===== src/rtl/sudoku_puzzle_loader.sv =====
// Streams one 81-cell puzzle from a synchronous ROM into the solver's load port, checking
// the solver cursor after every cell. Optional: SUDOKU_LOADER_SKIP_ZERO_EN (blanks get Next only).

module sudoku_puzzle_loader #(
    parameter int ADDR_W      = 10,
    parameter int PUZZLE_BASE = 0,
    parameter int ROM_LATENCY = 1
) (
    input  logic              Clk,
    input  logic              Reset,
    input  logic              Go,
    input  logic [3:0]        PuzzleSel,
    output logic [ADDR_W-1:0] RomAddr,
    input  logic [3:0]        RomData,
    input  logic              SolverLoad,
    input  logic [3:0]        SolverRow,
    input  logic [3:0]        SolverCol,
    output logic [3:0]        InputValue,
    output logic              Enter,
    output logic              Next,
    output logic              Prev,
    output logic              Start,
    output logic              Busy,
    output logic              Done,
    output logic              Error
);

    localparam logic [3:0] S_IDLE   = 4'd0;
    localparam logic [3:0] S_ARM    = 4'd1;
    localparam logic [3:0] S_FETCH  = 4'd2;
    localparam logic [3:0] S_WAIT   = 4'd3;
    localparam logic [3:0] S_WRITE  = 4'd4;
    localparam logic [3:0] S_VERIFY = 4'd5;
    localparam logic [3:0] S_START  = 4'd6;
    localparam logic [3:0] S_DONE   = 4'd7;
    localparam logic [3:0] S_ERROR  = 4'd8;

    localparam logic [ADDR_W-1:0] BASE_ADDR = ADDR_W'(PUZZLE_BASE);
    localparam logic [1:0]        WAIT_LAST = 2'(ROM_LATENCY - 1);

    logic [3:0]        state_q, state_d;
    logic [3:0]        sel_q, sel_d;
    logic [6:0]        idx_q, idx_d;
    logic [3:0]        row_q, row_d;
    logic [3:0]        col_q, col_d;
    logic [1:0]        wait_q, wait_d;
    logic [ADDR_W-1:0] rom_addr_q, rom_addr_d;
    logic [3:0]        input_value_q, input_value_d;
    logic [3:0]        nxt_row, nxt_col;

    // Modulo-2^ADDR_W arithmetic: every operand is cast to ADDR_W bits before combining.
    function automatic logic [ADDR_W-1:0] cell_addr(input logic [3:0] sel, input logic [6:0] idx);
        return BASE_ADDR + ADDR_W'(sel) * ADDR_W'(81) + ADDR_W'(idx);
    endfunction

    // Where the solver cursor must sit after the current cell is written.
    always_comb begin
        nxt_row = row_q;
        nxt_col = col_q + 4'd1;
        if (idx_q == 7'd80) begin
            nxt_row = 4'd0;
            nxt_col = 4'd0;
        end else if (col_q == 4'd8) begin
            nxt_row = row_q + 4'd1;
            nxt_col = 4'd0;
        end
    end

    always_comb begin
        state_d       = state_q;
        sel_d         = sel_q;
        idx_d         = idx_q;
        row_d         = row_q;
        col_d         = col_q;
        wait_d        = wait_q;
        rom_addr_d    = rom_addr_q;
        input_value_d = input_value_q;

        case (state_q)
            S_IDLE, S_DONE, S_ERROR: begin
                if (Go) begin
                    sel_d   = PuzzleSel;
                    idx_d   = 7'd0;
                    row_d   = 4'd0;
                    col_d   = 4'd0;
                    state_d = S_ARM;
                end
            end
            S_ARM: begin
                if (SolverLoad) begin
                    if (SolverRow == 4'd0 && SolverCol == 4'd0) begin
                        rom_addr_d = cell_addr(sel_q, 7'd0);
                        state_d    = S_FETCH;
                    end else begin
                        state_d = S_ERROR;
                    end
                end
            end
            S_FETCH: begin
                wait_d  = 2'd0;
                state_d = S_WAIT;
            end
            S_WAIT: begin
                if (wait_q == WAIT_LAST) begin
                    input_value_d = RomData;
                    state_d       = (RomData > 4'd9) ? S_ERROR : S_WRITE;
                end else begin
                    wait_d = wait_q + 2'd1;
                end
            end
            S_WRITE: begin
                state_d = S_VERIFY;
            end
            S_VERIFY: begin
                if (SolverRow != nxt_row || SolverCol != nxt_col) begin
                    state_d = S_ERROR;
                end else if (idx_q == 7'd80) begin
                    state_d = S_START;
                end else begin
                    idx_d      = idx_q + 7'd1;
                    row_d      = nxt_row;
                    col_d      = nxt_col;
                    rom_addr_d = cell_addr(sel_q, idx_q + 7'd1);
                    state_d    = S_FETCH;
                end
            end
            S_START: begin
                state_d = S_DONE;
            end
            default: begin
                state_d = S_IDLE;
            end
        endcase

        // Losing LOAD mid-transfer overrides whatever the per-state logic chose.
        if (!SolverLoad && (state_q == S_FETCH || state_q == S_WAIT ||
                            state_q == S_WRITE || state_q == S_VERIFY)) begin
            state_d = S_ERROR;
        end
    end

    always_ff @(posedge Clk) begin
        if (Reset) begin
            state_q       <= S_IDLE;
            sel_q         <= 4'd0;
            idx_q         <= 7'd0;
            row_q         <= 4'd0;
            col_q         <= 4'd0;
            wait_q        <= 2'd0;
            rom_addr_q    <= BASE_ADDR;
            input_value_q <= 4'd0;
        end else begin
            state_q       <= state_d;
            sel_q         <= sel_d;
            idx_q         <= idx_d;
            row_q         <= row_d;
            col_q         <= col_d;
            wait_q        <= wait_d;
            rom_addr_q    <= rom_addr_d;
            input_value_q <= input_value_d;
        end
    end

    assign RomAddr    = rom_addr_q;
    assign InputValue = input_value_q;
`ifdef SUDOKU_LOADER_SKIP_ZERO_EN
    assign Enter      = (state_q == S_WRITE) && (input_value_q != 4'd0);
`else
    assign Enter      = (state_q == S_WRITE);
`endif
    assign Next       = (state_q == S_WRITE);
    assign Prev       = 1'b0;
    assign Start      = (state_q == S_START);
    assign Busy       = (state_q >= S_ARM) && (state_q <= S_START);
    assign Done       = (state_q == S_DONE);
    assign Error      = (state_q == S_ERROR);

endmodule


===== config.mk =====
export PLATFORM = sky130hd
export DESIGN_NAME = sudoku_puzzle_loader
export DESIGN_NICKNAME = d
export VERILOG_FILES = /design/src/rtl/sudoku_puzzle_loader.sv
export SDC_FILE = /design/constraint.sdc
export NUM_CORES = 1
export LEC_CHECK = 0
export BUFFER_PORTS_ARGS = -buffer_cell sky130_fd_sc_hd__buf_2
export CAP_MARGIN = 20
export CORE_MARGIN = 4
export CORE_UTILIZATION = 58
export CTS_CLUSTER_SIZE = 10
export DETAILED_ROUTE_END_ITERATION = 16
export PLACE_DENSITY = 0.8
export SKIP_LAST_GASP = 1
export SLEW_MARGIN = 20
export SYNTH_ARGS = -nofsm -noshare
export SYNTH_HDL_FRONTEND = slang
export SYNTH_SLANG_ARGS = --single-unit

===== constraint.sdc =====
create_clock -name Clk -period 2.8 [get_ports Clk]
set_input_delay 0.42 -clock Clk [delete_from_list [all_inputs] [get_ports Clk]]
set_output_delay 0.42 -clock Clk [all_outputs]
set_load 0.01 [all_outputs]

# == Word-level counts from Yosys, hierarchy flattened ==
# Cells that the tools add are included.
# word_totals
input_bits,20
output_inout_bits,21
reg_bits,39
elab_cells,95
# op_classes
order_cmp,3
add_sub_neg,5
n_mux,31
n_reduce_logical,24
mul,1
eq_ne,22
# op_table
operator,n
$mux 4,16
$mux 10,4
$pmux 4 s7,1
$mux 7,3
$pmux 10 s2,1
$eq 4x3->1 const B,4
$pmux 4 s2,2
$ne 2x2->1 const B,7
$pmux 7 s2,1
$logic_not 4->1,3
$add 10x7->10,1
$mul 4x7->10 const B,1
$add 4x1->4 const B,2
$eq 4x2->1 const B,2
$eq 4x4->1 const B,2
$ne 4x4->1,2
$add 7x1->7 const B,1
$eq 7x7->1 const B,1
$ne 3x3->1 const B,2
$reduce_and 2->1,3
$reduce_and 3->1,2
$reduce_bool 2->1,3
$reduce_and 5->1,1
$eq 4x1->1 const B,1
15 further kinds,20

# == Depth between registers and ports, before layout ==
# Gate-level depths: netlist of the first run.
# logic_depth
ltp_word,8
ltp_mapped,12
mapped_depth_nobuf,11

# == Least setup slack after synthesis of the first run ==
# OpenSTA, ideal clock, no wires.
# synth_path
kind,reg2reg
startpoint,reg col_q[0]
endpoint,reg row_q[1]
period_less_slack_ps,2528
t_arrival_ps,2406
setup_time_ps,122
path_buffers,2
path_slack_ps,272
path_stages_with_launch,13
required_ps,2678
cell_sequence,dfxtp_1 inv_1 ha_1 and2_1 o21ai_1 xor2_1 o211ai_1 o2111ai_4 o21a_1 buf_6 buf_6 o211ai_1 o21ai_1
# synth_between
elab_chain_len,7
elab_cells_between_ends,14
cone_classes,add/sub: 1; eq/ne: 4; mux: 7; reduce/logical: 2
# synth_rtl
item,line_no,text
"start, declared",45,"logic [3:0] col_q, col_d;"
"start signal, assigned",157,col_q <= col_d;
$add 4x1->4 / $eq 4x4->1 (equally long branches),"59, 63",
$mux 4,63,end else if (col_q == 4'd8) begin
$mux 4,60,if (idx_q == 7'd80) begin
$ne 4x4->1,115,if (SolverRow != nxt_row || SolverCol != nxt_col) begin
$logic_or 1x1->1,115,
$ne 2x2->1 (no line),-,
$reduce_and 4->1 (no line),-,
"end signal, assigned",156,row_q <= row_d;
"end, declared",44,"logic [3:0] row_q, row_d;"
# Several ways; a longest one is shown, not always the timed one. The select of a mux whose other input is x is not followed.
# A chain may end at the register's enable or synchronous reset.

# == Worst setup path in the final report of the first run ==
# layout_path
startpoint,reg col_q[0]
endpoint,reg idx_q[4]
# layout_between
elab_chain_len,7
elab_cells_between_ends,11
cone_classes,add/sub: 1; eq/ne: 4; mux: 4; reduce/logical: 2
# layout_rtl
item,line_no,text
$add 4x1->4 / $eq 4x4->1 (equally long branches),"59, 63",
$mux 4,63,
$mux 4,60,
$ne 4x4->1,115,
$logic_or 1x1->1 (*),115,
$ne 2x2->1 (no line) (*),-,
$reduce_and 4->1 (no line) (*),-,
"end signal, assigned",155,idx_q <= idx_d;
"end, declared",43,"logic [6:0] idx_q, idx_d;"
# Mark *: on every way between the ends. The rest lies on a longest branch, timed or not.

==> impl_table.tex, run 1 <==
\begin{tabular}{lr}
\hline
Metric & Value \\
\hline
\multicolumn{2}{l}{\textbf{Final layout}} \\
\quad Number of antenna repair diodes & 0 \\
\quad Commonest non-fill, non-tap cells in the layout & 48 x nor2\_1, 39 x buf\_2, 37 x dfxtp\_1 \\
\quad Design area & 3340 um2 \\
\quad Non-filler cells, final & 474 \\
\quad Signed area change from the synthesized netlist to the final layout & 12.0\% \\
\quad Storage cell area & 783 um2 \\
\quad Area taken by multi-input logic gates & 2060 um2 \\
\quad Nets & 445 \\
\quad Most common cell after layout, fill and taps aside & nor2\_1 \\
\quad Layout filler cell count & 401 \\
\quad Layout cell share with drive strength beyond 1 & 19.7\% \\
\multicolumn{2}{l}{\textbf{Global route}} \\
\quad Pin count of the biggest net entering global routing & 30 \\
\quad Initial antenna violation count & 0 \\
\quad Via count of the first global-routing pass & 2700 \\
\quad Wire length of the first global-routing pass & 12.3 mm \\
\quad Aggregate global-route resource usage & 24.1\% \\
\quad Total grt overflow & 0 \\
\multicolumn{2}{l}{\textbf{Pwr}} \\
\quad Max VDD drop & 0.000256 V \\
\quad Power density relative to cell area & 342 nW/um2 \\
\quad Static power due to leakage & 1.42 nW \\
\multicolumn{2}{l}{\textbf{Timing}} \\
\quad Worst Hold Slack & 0.363 ns \\
\quad Fmax & 0.379 GHz \\
\quad Normalized max-slew margin & 59.3\% \\
\quad Setup violations, final & 0 \\
\quad Fin crit period & 2.64 ns \\
\quad Slew at the pin closest to its max-slew limit & 0.611 ns \\
\quad Smallest setup slack after layout & about 0.16 ns \\
\quad Total negative slack for setup checks & 0 ns \\
\quad Final slew viol count & 0 \\
\quad Share of the clock period used by the worst path & a little over nine tenths \\
\quad Count of endpoints failing hold in the final timing report & 0 \\
\quad Setup skew after layout & 0.0102 ns \\
\multicolumn{2}{l}{\textbf{Place}} \\
\quad Post-place instance area & 3230 um2 \\
\quad Placer congestion estimate & slightly above 1 \\
\quad Cell Count Post-Placement & 465 \\
\quad Post-placement setup slack & $\sim$0.04 ns \\
\quad DP Wirelength & 5.49 mm \\
\quad Total of buffers placed on input and output ports & 39 \\
\multicolumn{2}{l}{\textbf{Floorplanning}} \\
\quad Starting Density & approximately 62\% \\
\quad Total core area & 4850 um2 \\
\quad Overall die width & 79.8 um \\
\quad Die Outline Area & around 6400 um2 \\
\quad Die extent in y & 79.8 um \\
\quad Core Rows & 25 \\
\quad Number of top-level pins & 41 \\
\multicolumn{2}{l}{\textbf{Outcome}} \\
\quad Status & completed \\
\multicolumn{2}{l}{\textbf{Worst hold path}} \\
\quad Hold Path Depth & 3 \\
\quad Hold Path Class & in -> reg \\
\quad Hold Crit Endpoint & InputValue[0]\$\_SDFFE\_PP0P\_ \\
\quad Min-Delay Startpoint & RomData[0] \\
\multicolumn{2}{l}{\textbf{Synthesis}} \\
\quad Synth Register Bits & 39 \\
\quad Post-synthesis instance total & 369 \\
\quad Net count of the mapped netlist & 408 \\
\quad Post-synthesis cell type count & 70 \\
\quad Post-synthesis sequential area ratio & 26.1\% \\
\quad Cell area after synthesis & 2990 um2 \\
\quad Number of enable flip-flop cells after synthesis & 0 \\
\quad Count of synthesis-stage warnings from yosys & 0 \\
\quad Share of flip-flops with an asynchronous set or reset after synthesis & 0\% \\
\quad Avg Synthesized Cell Area & 8.09 um2 \\
\quad Primary FF master, synth & dfxtp\_1 \\
\multicolumn{2}{l}{\textbf{Critical path}} \\
\quad CP Buf/Inv Count & 2 \\
\quad Reg-to-reg startpoint & col\_q[0]\$\_SDFFE\_PP0P\_ \\
\quad Kind of end point of the critical path & flop \\
\quad Crit path DAT & about 2.9 ns \\
\quad Critical path's slowest cell & or3\_1 \\
\quad Worst endpoint required time & between 3 and 4 ns \\
\quad Setup Crit Path Kind & reg -> reg \\
\quad Cell class contributing the biggest share of worst-path delay & simple AND/OR/NAND/NOR gates \\
\quad Worst Reg2Reg Path Length in Cells & 11 \\
\quad Critical path fanouts, max & 8 \\
\quad Register-to-register setup slack & 0.16 ns \\
\quad Worst stage delay on the critical path & 0.40 ns \\
\quad Worst flop-to-flop path endpoint & idx\_q[4]\$\_SDFFE\_PP0P\_ \\
\quad Chain of cells forming the critical path & inv\_1 -> ha\_2 -> nand4b\_2 -> mux2\_4 -> a211oi\_2 -> o211a\_4 -> o2111ai\_4 -> buf\_4 -> or3\_1 -> nor3\_1 -> a31o\_1 \\
\quad Startpoint type of the worst setup path & flop \\
\multicolumn{2}{l}{\textbf{Clock network}} \\
\quad Clock tree buffer depth & 2 \\
\quad Clock tree root driver cell & clkbuf\_8 \\
\quad Total of hold buffers inserted after clock tree synthesis & 0 \\
\quad Number of H-tree branching levels & 2 \\
\quad Number of clock sinks & 39 \\
\quad Clock-pin transition on the worst setup and hold timing paths & about 0.08 ns \\
\quad Number of buffers inserted during clock tree synthesis & 5 \\
\quad TritonCTS clock tree & yes \\
\quad Insertion delay of the later-clocked pin in the worst-skew pair & 0.30 ns \\
\multicolumn{2}{l}{\textbf{Drt}} \\
\quad Pre-antenna DRT Iters & 4 \\
\quad Routed wire length per instance & 15.6 um \\
\quad DR iter-0 viols & 207 \\
\quad Number of vias in the routed layout & 2863 \\
\quad Via-to-Cell Ratio & just over 6 \\
\quad Final wirelength & 7.40 mm \\
\quad Antenna Nets Post-Route & 0 \\
\quad DRC Markers & 0 \\
\multicolumn{2}{l}{\textbf{Run}} \\
\quad MaxCap Viol Count & 0 \\
\hline
\end{tabular}
[power breakdown]
group	leakage (nW)	switching [mW]	total (mW)	internal (mW)
Sequential	0.316	0.0217	0.584	0.562
Clock	0.0412	0.210	0.384	0.174
Combinational	1.06	0.0999	0.175	0.0753
[state kept, by name, summed over array words and instances, names as in the netlist]
name,cells
state_q,4
InputValue,4
col_q,4
row_q,4
sel_q,4
idx_q,7
wait_q,2
RomAddr,10
[stage by stage]
step                total power [mW]  utilization, %
finish                          1.14            69.0
global route                    1.20            69.0
CTS                             1.15            68.3
detailed placement             0.766            66.5
global placement               0.763            66.5
floorplan                      0.717               -
[tightest hold or removal path: stages]
cell	delay, ns
buf_2	0.08
mux2i_1	0.05
nor2_1	0.07
[layer usage]
layer | up-vias | track usage [%] | part of all wire [%] | wire (um)
met5 | - | 0 | 0 | 0
met4 | 0 | 9.63 | 1.5 | 114
met3 | 11 | 3.39 | 5.1 | 375
met2 | 74 | 38.9 | 48 | 3550
met1 | 1348 | 32.3 | 45 | 3360
li1 | 1430 | - | - | -
[final cells by class]
type	instances	area share, %
well taps	67	2.51
multi-input cells	296	61.7
repair buffers	50	8.31
flip-flops and latches	39	23.4
inverters	14	1.57
clock buffers	6	2.17
clock inverters	2	0.374
[Yosys cell counts (2+ instances only)]
master	number	area, um2
or2_2	3	18.8
and4b_1	3	30.0
a31o_2	2	17.5
nand4_1	5	31.3
nor2b_1	3	18.8
o211ai_1	4	30.0
nand4b_1	2	17.5
or3_1	4	25.0
a22oi_1	3	22.5
and2_1	3	18.8
dfxtp_1	39	781
o21ai_1	3	15.0
ha_1	18	225
buf_4	4	30.0
a31o_1	3	26.3
o21a_1	4	30.0
clkbuf_1	9	33.8
a22o_1	2	17.5
xnor2_1	12	105
o211a_1	2	20.0
xor2_1	6	52.6
a21oi_1	19	95.1
o22ai_1	3	18.8
buf_6	3	33.8
o21ai_0	23	115
nand3_1	15	75.1
o2111ai_1	4	35.0
nor4_1	3	18.8
inv_1	14	52.6
a21o_1	6	45.0
buf_1	2	7.51
nor3_1	7	35.0
mux2i_1	15	150
nor2_1	48	180
nand2b_1	8	50.1
nand3b_1	3	22.5
nand2_1	24	90.1
a32oi_1	2	17.5
a211oi_1	5	37.5
[worst max-delay path by stage]
stage | start | end | slack [ns] | cells past startpoint
4_1_cts | col_q[0]$_SDFFE_PP0P_ | RomAddr[6]$_SDFFE_PP0P_ | 0.03 | 10
2_1_floorplan | col_q[0]$_SDFFE_PP0P_ | row_q[1]$_SDFFE_PP0P_ | 0.27 | 12
3_5_place_dp | col_q[0]$_SDFFE_PP0P_ | RomAddr[6]$_SDFFE_PP0P_ | 0.04 | 10
6_report | col_q[0]$_SDFFE_PP0P_ | idx_q[4]$_SDFFE_PP0P_ | 0.16 | 11
5_1_grt | idx_q[0]$_SDFFE_PP0P_ | RomAddr[9]$_SDFFE_PP0P_ | -0.006 | 11
3_3_place_gp | col_q[0]$_SDFFE_PP0P_ | RomAddr[4]$_SDFFE_PP0P_ | 0.14 | 10
[logic make-up (layout without fill, tap and decap cells)]
family                     Yosys count  count (layout)  share of synthesized area [%]
AOI/OAI and AO/OA                  101             101                           24.3
DFF                                 39              39                           26.1
buffers and inverters               34              72                           5.61
muxes                               17              17                           5.91
and+or+nand+nor                    140             140                           24.4
adders and majority gates           19              19                           8.21
xor gates and xnor gates            18              18                           5.28
other                                1               1                          0.126
[timing repair]
item                       4_1_cts  5_1_grt
buffers inserted                 0        1
resized for setup                0        8
setup endpoints to repair        0       20
(Power assumes the default switching activity.)
==> run 2, diff against run 1 <==
==> constraint.sdc (replaced) <==
create_clock -name Clk -period 2.8 [get_ports Clk]
set_input_delay 0.56 -clock Clk [delete_from_list [all_inputs] [get_ports Clk]]
set_output_delay 0.56 -clock Clk [all_outputs]
set_load 0.01 [all_outputs]
==> run 2 against run 1 <==
Critical path depth is the same. Sequential power is essentially flat. Global-route usage shrank 0.055 points. Cell count is the same. Routed wire length shrank 3.2%. Sequential cell count is the same. Largest cell class unchanged. Highest routed layer unchanged.
==> impl_table.tex, run 2 (synthesized netlist as in run 1, its figures left out) <==
\begin{tabular}{lr}
\hline
Metric & Value \\
\hline
\multicolumn{2}{l}{\textbf{Floorplanning}} \\
\quad Core Rows & 25 \\
\quad Number of top-level pins & 41 \\
\quad Starting Density & 61.6\% \\
\quad Total core area & between 4000 and 5000 um2 \\
\quad Die Outline Area & 6360 um2 \\
\quad Overall die width & between 70 and 80 um \\
\quad Die extent in y & 79.8 um \\
\multicolumn{2}{l}{\textbf{Global route}} \\
\quad Aggregate global-route resource usage & 24.0\% \\
\quad Via count of the first global-routing pass & 2662 \\
\quad Total grt overflow & 0 \\
\quad Pin count of the biggest net entering global routing & 30 \\
\quad Initial antenna violation count & 0 \\
\quad Wire length of the first global-routing pass & 12.3 mm \\
\multicolumn{2}{l}{\textbf{Run}} \\
\quad MaxCap Viol Count & 0 \\
\multicolumn{2}{l}{\textbf{Final layout}} \\
\quad Number of antenna repair diodes & 0 \\
\quad Signed area change from the synthesized netlist to the final layout & 12.8\% \\
\quad Non-filler cells, final & roughly 470 \\
\quad Layout cell share with drive strength beyond 1 & 19.4\% \\
\quad Layout filler cell count & 384 \\
\quad Design area & 3370 um2 \\
\quad Nets & 445 \\
\quad Most common cell after layout, fill and taps aside & nor2\_1 \\
\quad Max FFs per register & 10 \\
\quad Final core occ & 69.5\% \\
\quad Commonest non-fill, non-tap cells in the layout & 48 x nor2\_1, 39 x buf\_2, 37 x dfxtp\_1 \\
\multicolumn{2}{l}{\textbf{Place}} \\
\quad Placer congestion estimate & around 1 \\
\quad Post-placement setup slack & -0.0203 ns \\
\quad Total of buffers placed on input and output ports & 39 \\
\quad Cell Count Post-Placement & 465 \\
\quad Post-place instance area & 3230 um2 \\
\quad DP Wirelength & 5.38 mm \\
\multicolumn{2}{l}{\textbf{Pwr}} \\
\quad Max VDD drop & 0.000246 V \\
\quad Power share of the clock group & 39.8\% \\
\quad PnR Total Power & 1.26 mW \\
\quad Power density relative to cell area & 373 nW/um2 \\
\quad Switching power summed over all nets & 0.330 mW \\
\quad Part of the power in registers & roughly 47\% \\
\quad Combinational power share & 13.7\% \\
\quad Internal portion of total power & 0.925 mW \\
\quad Switching Share & between 20\% and 30\% \\
\quad Static power due to leakage & about 1.4 nW \\
\multicolumn{2}{l}{\textbf{Timing}} \\
\quad Final slew viol count & 0 \\
\quad Count of endpoints failing hold in the final timing report & 0 \\
\quad Fin crit period & 2.59 ns \\
\quad Setup violations, final & 0 \\
\quad Normalized max-slew margin & 60.5\% \\
\quad Setup skew after layout & slightly above 0.003 ns \\
\quad Fmax & around 0.39 GHz \\
\quad Smallest setup slack after layout & approximately 0.21 ns \\
\quad Unrepaired setup endpoints after global routing & no \\
\quad Worst Hold Slack & 0.454 ns \\
\quad Slew at the pin closest to its max-slew limit & 0.592 ns \\
\quad Total negative slack for setup checks & 0 ns \\
\quad Share of the clock period used by the worst path & 92.4\% \\
\multicolumn{2}{l}{\textbf{Drt}} \\
\quad Pre-antenna DRT Iters & 5 \\
\quad Via-to-Cell Ratio & 6.05 \\
\quad Number of vias in the routed layout & between 2000 and 3000 \\
\quad Antenna Nets Post-Route & 0 \\
\quad Final wirelength & approximately 7.2 mm \\
\quad DR iter-0 viols & 175 \\
\quad Routed wire length per instance & 15.1 um \\
\quad DRC Markers & 0 \\
\multicolumn{2}{l}{\textbf{Clock network}} \\
\quad Insertion delay of the later-clocked pin in the worst-skew pair & 0.29 ns \\
\quad Clock-pin transition on the worst setup and hold timing paths & approximately 0.080 ns \\
\quad Number of clock sinks & 39 \\
\quad Clock tree root driver cell & clkbuf\_8 \\
\quad Total of hold buffers inserted after clock tree synthesis & 0 \\
\quad Number of H-tree branching levels & 2 \\
\quad Number of buffers inserted during clock tree synthesis & 5 \\
\quad Clock tree buffer depth & 2 \\
\quad TritonCTS clock tree & yes \\
\multicolumn{2}{l}{\textbf{Critical path}} \\
\quad Critical path fanouts, max & 5 \\
\quad Kind of end point of the critical path & flop \\
\quad Startpoint type of the worst setup path & flop \\
\quad Worst endpoint required time & 3.04 ns \\
\quad Setup Crit Path Kind & reg -> reg \\
\quad Crit path DAT & 2.83 ns \\
\multicolumn{2}{l}{\textbf{Worst hold path}} \\
\quad Hold Path Class & reg -> reg \\
\multicolumn{2}{l}{\textbf{Outcome}} \\
\quad Status & completed \\
\hline
\end{tabular}
[run 2: final timing paths]
kind / startpoint / endpoint / slack, ns / cells past startpoint
worst max register to register: idx_q[0]$_SDFFE_PP0P_ / idx_q[4]$_SDFFE_PP0P_ / 0.21 / 11
worst max-delay path: idx_q[0]$_SDFFE_PP0P_ / idx_q[4]$_SDFFE_PP0P_ / 0.21 / 11
worst min register to register: RomAddr[1]$_SDFFE_PP0P_ / RomAddr[1]$_SDFFE_PP0P_ / 0.45 / 2
worst min-delay path: RomAddr[1]$_SDFFE_PP0P_ / RomAddr[1]$_SDFFE_PP0P_ / 0.45 / 2
[run 2: final cells by class]
type	instances	area, um2	share of cell area, %
clock buffers	6	82.6	2.45
clock inverters	2	35.0	1.04
inverters	14	52.6	1.56
multi-input cells	296	2050	61.0
flip-flops and latches	39	783	23.3
well taps	67	83.8	2.49
repair buffers	50	278	8.25
[run 2: timing repair]
action / 4_1_cts / 5_1_grt
buffers inserted: 0 / 1
endpoints found under the setup margin: 1 / 20
resized for setup: 1 / 5
pin swaps: 0 / 1
[run 2: layer usage]
layer	track usage, %	up-vias	part of all wire (%)
met1	32.3	1341	45
met4	9.12	0	1.7
met2	38.1	91	47
li1	-	1424	-
met3	4.51	14	6.4
met5	0	-	0
[run 2: worst max-delay path: stages, from the launching register on]
cell and delay [ns]:
dfxtp_2 0.34, inv_1 0.08, ha_1 0.16, nor2b_1 0.40, a22oi_1 0.17, o32ai_1 0.20, o211a_4 0.24, o2111ai_4 0.09
buf_4 0.18, or3_1 0.39, nor3_1 0.16, a31o_1 0.11
[run 2: power by group through the flow]
stage / logic, mW / clock network, mW / registers [mW]
after detailed placement: 0.168 / 0 / 0.597
after global placement: 0.166 / 0 / 0.597
after CTS: 0.169 / 0.507 / 0.584
after floorplan: 0.133 / 0 / 0.585
after global routing: 0.192 / 0.530 / 0.586
final: 0.173 / 0.499 / 0.584
